<file path="config.mk">
export PLATFORM = sky130hd
export DESIGN_NAME = bk_sequencer
export DESIGN_NICKNAME = d
export VERILOG_FILES = /design/src/rtl/bk_pkg.sv /design/src/rtl/bk_sequencer.sv
export SDC_FILE = /design/constraint.sdc
export NUM_CORES = 1
export LEC_CHECK = 0
export ABC_AREA = 1
export CAP_MARGIN = 20
export CORE_UTILIZATION = 48
export DETAILED_ROUTE_END_ITERATION = 10
export PLACE_DENSITY = 0.81
export SETUP_SLACK_MARGIN = 0.2
export SYNTH_ARGS = -nofsm -noshare
export SYNTH_HDL_FRONTEND = slang
export SYNTH_SLANG_ARGS = --single-unit
export TNS_END_PERCENT = 5
</file>
<file path="constraint.sdc">
create_clock -name clk_sys -period 1.8 [get_ports clk_sys]
set_input_delay 0.18 -clock clk_sys [delete_from_list [all_inputs] [get_ports clk_sys]]
set_output_delay 0.18 -clock clk_sys [all_outputs]
set_load 0.02 [all_outputs]
</file>
<file path="src/rtl/bk_pkg.sv">
// Shared types and constants for the save-state backup RAM sequencer.
//   bk_state_t      : sequencer FSM state encoding (IDLE, REQ, XFER)
//   BK_SECTOR_BYTES : bytes moved per SD sector transfer
//   BK_SECT_LOG2    : default log2 of sectors per save slot
//   BK_SLOT_W       : default width of the slot select
package bk_pkg;

    typedef enum logic [1:0] {
        IDLE = 2'd0,
        REQ  = 2'd1,
        XFER = 2'd2
    } bk_state_t;

    localparam int unsigned BK_SECTOR_BYTES = 512;
    localparam int unsigned BK_SECT_LOG2    = 6;
    localparam int unsigned BK_SLOT_W       = 2;

endpackage

</file>
<file path="src/rtl/bk_sequencer.sv">
// Backup RAM save/load sequencer. Tracks whether a writable save image is
// mounted, and on a load/save trigger moves 2^SECT_LOG2 consecutive sectors
// of the selected slot over the hps_io sd_rd/sd_wr/sd_ack handshake.
// Ports:
//   clk_sys, RESET_n          : clock, asynchronous active-low reset
//   downloading               : ROM download in progress
//   img_mounted, img_size_nz,
//   img_readonly              : image mount strobe and attributes
//   bk_load, bk_save          : load/save request levels
//   slot                      : save slot, sampled at trigger
//   sd_ack                    : hps_io transfer acknowledge
//   sd_lba, sd_rd, sd_wr      : sector request to hps_io
//   bk_ena                    : writable save image mounted
//   bk_state, bk_loading      : sequence busy / busy with a load
//   bk_error                  : last sequence aborted by ack timeout (sticky)
module bk_sequencer
    import bk_pkg::*;
#(
    parameter int unsigned SECT_LOG2 = BK_SECT_LOG2,
    parameter int unsigned SLOT_W    = BK_SLOT_W,
    parameter int unsigned TMO_W     = 24
) (
    input  logic              clk_sys,
    input  logic              RESET_n,
    input  logic              downloading,
    input  logic              img_mounted,
    input  logic              img_size_nz,
    input  logic              img_readonly,
    input  logic              bk_load,
    input  logic              bk_save,
    input  logic [SLOT_W-1:0] slot,
    input  logic              sd_ack,
    output logic [31:0]       sd_lba,
    output logic              sd_rd,
    output logic              sd_wr,
    output logic              bk_ena,
    output logic              bk_state,
    output logic              bk_loading,
    output logic              bk_error
);

    bk_state_t            fsm_q, fsm_d;
    logic [31:0]          lba_q, lba_d;
    logic                 rd_q, rd_d, wr_q, wr_d;
    logic                 busy_q, busy_d, loading_q, loading_d, error_q, error_d;
    logic                 ena_q, ena_d;
    logic [TMO_W-1:0]     wdog_q, wdog_d, wdog_inc;
    logic                 old_load_q, old_save_q, old_ack_q, old_dl_q;

    logic                 load_t, save_t, ack_rise, ack_fall;
    logic [31:0]          lba_base;
    logic [SECT_LOG2-1:0] sect, sect_inc;

    assign load_t   = bk_load & ena_q & ~old_load_q;
    assign save_t   = bk_save & ena_q & ~old_save_q;
    assign ack_rise = sd_ack & ~old_ack_q;
    assign ack_fall = ~sd_ack & old_ack_q;

    assign lba_base = 32'(slot) << SECT_LOG2;
    assign sect     = lba_q[SECT_LOG2-1:0];
    // Only the sector field advances; the slot bits never see a carry.
    assign sect_inc = sect + 1'b1;
    assign wdog_inc = wdog_q + 1'b1;

    always_comb begin
        fsm_d     = fsm_q;
        lba_d     = lba_q;
        rd_d      = rd_q;
        wr_d      = wr_q;
        busy_d    = busy_q;
        loading_d = loading_q;
        error_d   = error_q;
        wdog_d    = wdog_q;
        ena_d     = ena_q;

        // A mount seen in the same cycle as the download edge wins.
        if (downloading & ~old_dl_q) begin
            ena_d = 1'b0;
        end
        if (downloading & img_mounted & img_size_nz & ~img_readonly) begin
            ena_d = 1'b1;
        end

        case (fsm_q)
            IDLE: begin
                if (load_t | save_t) begin
                    lba_d     = lba_base;
                    rd_d      = load_t;
                    wr_d      = ~load_t;
                    busy_d    = 1'b1;
                    loading_d = load_t;
                    error_d   = 1'b0;
                    wdog_d    = '0;
                    fsm_d     = REQ;
                end
            end
            REQ: begin
                if (ack_rise) begin
                    rd_d  = 1'b0;
                    wr_d  = 1'b0;
                    fsm_d = XFER;
                end else begin
                    wdog_d = wdog_inc;
                    if (&wdog_inc) begin
                        rd_d      = 1'b0;
                        wr_d      = 1'b0;
                        error_d   = 1'b1;
                        busy_d    = 1'b0;
                        loading_d = 1'b0;
                        fsm_d     = IDLE;
                    end
                end
            end
            XFER: begin
                if (ack_fall) begin
                    if (&sect) begin
                        busy_d    = 1'b0;
                        loading_d = 1'b0;
                        fsm_d     = IDLE;
                    end else begin
                        lba_d  = {lba_q[31:SECT_LOG2], sect_inc};
                        rd_d   = loading_q;
                        wr_d   = ~loading_q;
                        wdog_d = '0;
                        fsm_d  = REQ;
                    end
                end
            end
            default: fsm_d = IDLE;
        endcase
    end

    always_ff @(posedge clk_sys or negedge RESET_n) begin
        if (!RESET_n) begin
            fsm_q      <= IDLE;
            lba_q      <= '0;
            rd_q       <= 1'b0;
            wr_q       <= 1'b0;
            busy_q     <= 1'b0;
            loading_q  <= 1'b0;
            error_q    <= 1'b0;
            wdog_q     <= '0;
            ena_q      <= 1'b0;
            old_load_q <= 1'b0;
            old_save_q <= 1'b0;
            old_ack_q  <= 1'b0;
            old_dl_q   <= 1'b0;
        end else begin
            fsm_q      <= fsm_d;
            lba_q      <= lba_d;
            rd_q       <= rd_d;
            wr_q       <= wr_d;
            busy_q     <= busy_d;
            loading_q  <= loading_d;
            error_q    <= error_d;
            wdog_q     <= wdog_d;
            ena_q      <= ena_d;
            old_load_q <= bk_load & ena_q;
            old_save_q <= bk_save & ena_q;
            old_ack_q  <= sd_ack;
            old_dl_q   <= downloading;
        end
    end

    assign sd_lba     = lba_q;
    assign sd_rd      = rd_q;
    assign sd_wr      = wr_q;
    assign bk_ena     = ena_q;
    assign bk_state   = busy_q;
    assign bk_loading = loading_q;
    assign bk_error   = error_q;

endmodule

</file>
==> results of run 1 <==
-- timing repair --
item                                    4_1_cts  5_1_grt
endpoints found under the setup margin       37       37
buffers inserted                              1        3
hold endpoints to repair                     22        0
pin swaps                                     8       14
resized for setup                            16       20
hold buffers                                  1        0
-- critical path, stage by stage, from the launching register on --
cell and delay, ns:
dfrtp_1 0.42, buf_6 0.13, nand2_1 0.08, nor2_4 0.21
buf_4 0.14, nand3_1 0.09, xor2_1 0.18, nor2_1 0.11
nand2_1 0.07, nor2_2 0.12, nand2_2 0.09, nand2_2 0.10
nand2_2 0.08, nand2_1 0.06, o21ai_1 0.06
-- area by class of cell --
type,instances,share of cell area (%)
tap,72,2.42
inverter,50,5.18
multi-input combinational,305,43.1
sequential,44,29.7
clock inverter,2,0.269
clock buffer,6,2.22
timing repair buffer,76,17.1
-- through the flow --
| stage | setup WS [ns] | util [%] | hold slack, ns | area, µm² |
|---|---|---|---|---|
| 2_1_floorplan | -0.00324 | - | -0.116 | 2980 |
| 3_3_place_gp | -0.191 | 61.6 | 0.212 | 3450 |
| 3_5_place_dp | -0.271 | 61.6 | 0.212 | 3450 |
| 4_1_cts | -0.172 | 64.5 | 0.379 | 3620 |
| 5_1_grt | -0.406 | 66.4 | 0.396 | 3720 |
| 6_report | -0.241 | 66.4 | 0.394 | 3720 |
-- cells in the mapped netlist, drive strengths merged --
library cell	n
buf	28
xor2	2
nand2	129
inv	50
conb	1
o31ai	1
o22ai	12
o21ai	32
a21oi	5
nand4	5
nand3b	1
nand3	29
nor2	51
ha	8
dfrtp	44
or2	1
nor3	5
-- flip-flops by register name, indices dropped and copies added, names as in the netlist --
signal and count:
old_dl_q 1, old_ack_q 1, old_load_q 1, bk_error 1
sd_wr 1, bk_loading 1, bk_state 1, old_save_q 1
wdog_q 24, bk_ena 1, sd_lba 8, sd_rd 1
fsm_q 2
-- worst paths after layout --
kind,startpoint,to,slack (ns),cells past startpoint
setup / recovery,wdog_q[1],bk_loading,-0.24,14
hold / removal,downloading,old_dl_q,0.39,1
setup reg to reg,wdog_q[1],bk_loading,-0.24,14
hold reg to reg,old_dl_q,bk_ena,0.49,2
max in group asynchronous,RESET_n,sd_lba[6],0.78,3
min in group asynchronous,RESET_n,wdog_q[22],0.41,2
-- power groups by stage --
| stage | Clock, W | Sequential (W) | Combinational [W] |
|---|---|---|---|
| 3_3_place_gp | 0 | 0.00125 | 0.00185 |
| 3_5_place_dp | 0 | 0.00125 | 0.00193 |
| 5_1_grt | 0.000710 | 0.00127 | 0.00227 |
| 4_1_cts | 0.000668 | 0.00124 | 0.00196 |
| 6_report | 0.000652 | 0.00125 | 0.00207 |
| 2_1_floorplan | 0 | 0.00136 | 0.00110 |
-- layer usage --
layer / routed length [µm] / vias up / share of wire [%]
li1: - / 1389 / -
met1: 3010 / 1380 / 42
met2: 3610 / 72 / 51
met3: 344 / 18 / 4.8
met4: 158 / 0 / 2.2
met5: 0 / - / 0
-- placed cells by master, fill, tap and decap left out, drive strengths merged, types with 2 or more instances in the layout --
cell type / instances
conb: 24
o21ai: 32
o22ai: 12
clkbuf: 6
nand3: 29
clkdlybuf4s50: 22
buf: 52
xor2: 2
nor2: 51
nand2: 129
inv: 49
ha: 8
nor3: 5
a21oi: 5
dfrtp: 44
nand4: 5
clkinv: 3
-- cell families (layout without fill, tap and decap cells) --
family          after synthesis  count (layout)  share of synthesized area [%]
compound gates               50              50                           9.76
xor+xnor                      2               2                          0.613
fa+ha+maj                     8               8                           3.50
buf+inv                      78             134                           13.7
flops                        44              44                           38.5
other cells                   1              24                          0.131
simple gates                221             221                           33.8
==> results.ini, run 1 <==
[power]
fin_total_pwr_w = 0.00398
power_leakage_nw = 1.71
comb_power_share_pct = 52.1
pwr-share-clk_pct = 16.4
vdd_drop_max_uv = 1100
p_int_w = 0.00223
power.density_nw_per_um2 = 1070
power.share.sequential_pct = 31.5
power_switching_share_pct = 43.9
power.switching_w = 0.00174

[synthesis]
yosys.area.top_type = dfrtp_1
synth_cell_types = 26
netlist.area_leader.share_pct = 38.5
synth_area_per_cell_um2 = 7.07
yosysSeqAreaShare_pct = 38.5
synthTopCellsByArea = dfrtp_1 39%, nand2_1 16%, buf_4 6.6%, inv_1 6.3%, nor2_1 5.5%
syn_area_um2 = 2860
synth_seq_cells = 44
netlist_instances = 404
yosys_warnings = 0

[grt]
grt_pass1_wl_um = 12000
grtUsageMet1_pct = 30.6
grt_pass1_vias = 2804
overflow = 0
grt_max_degree = 25
grtUsageMet3_pct = 4.94
grtUsageMet2_pct = 41.4
track_usage_pct = 24.3
grt_antenna_before_repair = 0
busiest_layer = met2

[floorplan]
pin_count = 49
num_rows = 27
die-area_um2 = 6270
die_w_um = 79.2
initial_utilization_pct = 51.0
die_h_um = 79.2
core_um2 = 5610

[clock_tree]
clk_pin_slew_worst_paths_ns = 0.09
cts-root-buf = clkbuf_8
clock_sinks = 44
numCtsBuffers = 5
clockBufferDepth = 2
htree_levels = 2
cts_tree = done
clk_latency_ns = 0.30

[cells_and_area]
layout-drive-gt1-share_pct = 22.4
instances_no_fill = 555
nFillCells = 465
seq_area_um2 = 1100
multi_input_area_um2 = 1600
nets = 501
diodes = 0
area_delta_synth_final_pct = 30.2

[worst_setup_path]
arrival_ns = 2.23
worstPathRequired_ns = 1.99
endpoint_kind = register
cp_max_fo = 5
critPathKind = register to register
startpoint_type = register

[sta]
slew_headroom_pct = 61.8
finClkSkew_ns = 0.00925
maxSlewViolCount = 0
fin_ws_ns = -0.241
finalHoldViolCount = 0
rsz0062_at_grt = true
fin_crit_ns = 2.04
setup_viol_count_final = 7
fin_setup_tns_ns = -1.59
fin_crit_sh_pct = 113
max_freq_ghz = 0.490
tightest_slew_ns = 0.572

[worst_hold_path]
min_path_type = input port to register

[placement]
portBuffers = 24
post-place-cells = 542
gp_congestion = 0.910
place.detailed.hpwl_um = 5280

[job]
cap_violations = 0

[routing]
wl_um = 7120
initialDrtViolationCount = 239
drc = 0
firstDrtPassIters = 4
viasPerCell = 5.15
wl_per_cell_um = 12.8
ant_nets = 0
vias = 2859

[outcome]
outcome = complete, but fails checks
violations = setup timing

Note: power is estimated with default switching activity, not from simulation.
==> run 2: changes to the inputs <==
--- a/config.mk
+++ b/config.mk
@@ -11,6 +11,7 @@
 export DETAILED_ROUTE_END_ITERATION = 10
 export PLACE_DENSITY = 0.81
 export SETUP_SLACK_MARGIN = 0.2
+export SKIP_LAST_GASP = 1
 export SYNTH_ARGS = -nofsm -noshare
 export SYNTH_HDL_FRONTEND = slang
 export SYNTH_SLANG_ARGS = --single-unit
==> run 2 against run 1 <==
  * The flow still finishes with violations (setup timing)
  * Combinational power fell by 4%
  * Via count decreased by 0.94%
  * Clock power about the same
  * Largest power group unchanged
  * Highest routed layer unchanged
==> results.ini, run 2 (synthesis results as in run 1) <==
[sta]
fin_crit_sh_pct = 114
finalHoldViolCount = 0
fin_ws_ns = -0.249
max_freq_ghz = 0.488
finClkSkew_ns = 0.00886
slew_headroom_pct = 61.7
tightest_slew_ns = 0.574
hold_slack_ns = 0.392
maxSlewViolCount = 0
rsz0062_at_grt = true
fin_crit_ns = 2.05
setup_viol_count_final = 33

[worst_setup_path]
reg2reg_to = bk_loading
arrival_ns = 2.24
reg2reg_depth = 14
path_cells = buf_6 -> nand2_1 -> nor2_4 -> buf_4 -> nand3_1 -> xor2_1 -> nor2_1 -> nand2_1 -> nor2_2 -> nand2_2 -> nand2_2 -> nand2_2 -> nand2_1 -> o21ai_1
startpoint_type = register
worst-path-stages = 14
cp_max_fo = 5
critPathKind = register to register
endpoint_kind = register
crit_family = simple AND/OR/NAND/NOR gates
cp-endpoint = bk_loading
worst-path-buf-inv = 2
slowest_delay_ns = 0.42
r2r-start = wdog_q[1]
reg2reg_slack_ns = -0.25
slowest_stage = dfrtp_1
cp-startpoint = wdog_q[1]
worstPathRequired_ns = 1.99

[cells_and_area]
largest-register = wdog_q
largest_reg_flops = 24
nets = 501
seq_area_um2 = 1100
fin_util_pct = 65.7
diodes = 0
final_common_cell = nand2_1
nFillCells = 472
multi_input_area_um2 = 1580
layout-drive-gt1-share_pct = 21.1
final_cell_mix = 120 x nand2_1, 50 x buf_4, 47 x inv_1, 42 x dfrtp_1, 37 x nor2_1
area_delta_synth_final_pct = 28.9

[routing]
wl_per_cell_um = 12.6
drc = 0
initialDrtViolationCount = 258
wl_um = 7020
viasPerCell = 5.10
firstDrtPassIters = 4
vias = 2832
ant_nets = 0

[grt]
track_usage_pct = 24.3
grt_max_degree = 25
grt_pass1_wl_um = 12000
overflow = 0
grt_antenna_before_repair = 0
grt_pass1_vias = 2791

[clock_tree]
cts_tree = done
cts-root-buf = clkbuf_8
htree_levels = 2
clock_sinks = 44
clockBufferDepth = 2
clk_latency_ns = 0.30
numCtsBuffers = 5
clk_pin_slew_worst_paths_ns = 0.09

[power]
vdd_drop_max_uv = 1070
p_int_w = 0.00219
power_leakage_nw = 1.69
power.switching_w = 0.00171
power.share.sequential_pct = 32.1
pwr-share-clk_pct = 16.8
power.density_nw_per_um2 = 1060
power_switching_share_pct = 43.8
comb_power_share_pct = 51.1

[floorplan]
die-area_um2 = 6270
initial_utilization_pct = 51.0
core_um2 = 5610
num_rows = 27
die_h_um = 79.2
die_w_um = 79.2
pin_count = 49

[outcome]
outcome = complete, but fails checks
violations = setup timing

[placement]
gp_congestion = 0.910
portBuffers = 24
place.detailed.hpwl_um = 5280
dp_slack_ns = -0.271

[job]
cap_violations = 0

[worst_hold_path]
min_path_type = input port to register

## run 2: timing repair
| item | 4_1_cts | 5_1_grt |
|---|---|---|
| resized for setup | 13 | 10 |
| pin swaps | 8 | 14 |
| endpoints found under the setup margin | 37 | 38 |
| buffers inserted | 1 | 3 |
| cloned | 0 | 0 |
| hold buffers | 1 | 0 |
| hold endpoints to repair | 22 | 0 |
## run 2: layer usage
layer  global-route usage [%]  vias up  routed length, µm
li1                         -     1392                  -
met1                     30.6     1352               3000
met2                     41.3       73               3530
met3                     4.94       15                357
met4                     8.18        0                130
met5                        0        -                  0
## run 2: area by class of cell
cell class | instances | area share (%)
well taps | 72 | 2.45
multi-input cells | 305 | 42.8
clock inverters | 2 | 0.272
clock buffers | 6 | 2.24
flip-flops and latches | 44 | 30.0
inverters | 50 | 5.10
repair buffers | 76 | 17.2
## run 2: how the worst min path moves through the flow
stage                             to  cells after the start   startpoint  slack, ns
final                       old_dl_q                      1  downloading       0.39
after global routing        old_dl_q                      1  downloading       0.40
after CTS                   old_dl_q                      1  downloading       0.38
after detailed placement  wdog_q[22]                      1      RESET_n       0.21
after global placement    wdog_q[22]                      1      RESET_n       0.21
after floorplan               bk_ena                      0      RESET_n      -0.12
## run 2: worst reg2reg max path: stages (launching register included)
cell,delay [ns]
dfrtp_1,0.42
buf_6,0.13
nand2_1,0.08
nor2_4,0.21
buf_4,0.14
nand3_1,0.09
xor2_1,0.18
nor2_1,0.11
nand2_1,0.07
nor2_2,0.12
nand2_2,0.10
nand2_2,0.10
nand2_2,0.08
nand2_1,0.06
o21ai_1,0.06
## run 2: power groups by stage
stage	combinational, W	clock, W	sequential (W)
after floorplan	0.00110	0	0.00136
after CTS	0.00194	0.000668	0.00124
final	0.00199	0.000653	0.00125
after global placement	0.00185	0	0.00125
after detailed placement	0.00193	0	0.00125
after global routing	0.00219	0.000710	0.00127
## run 2: stage by stage
step	power (W)	setup TNS [ns]	std cells	instance area (µm²)
3_3_place_gp	0.00310	-3.27	542	3450
3_5_place_dp	0.00318	-5.55	542	3450
2_1_floorplan	0.00247	-0.00902	427	2980
4_1_cts	0.00385	-1.24	552	3610
6_report	0.00390	-2.28	555	3680
5_1_grt	0.00417	-7.25	555	3680
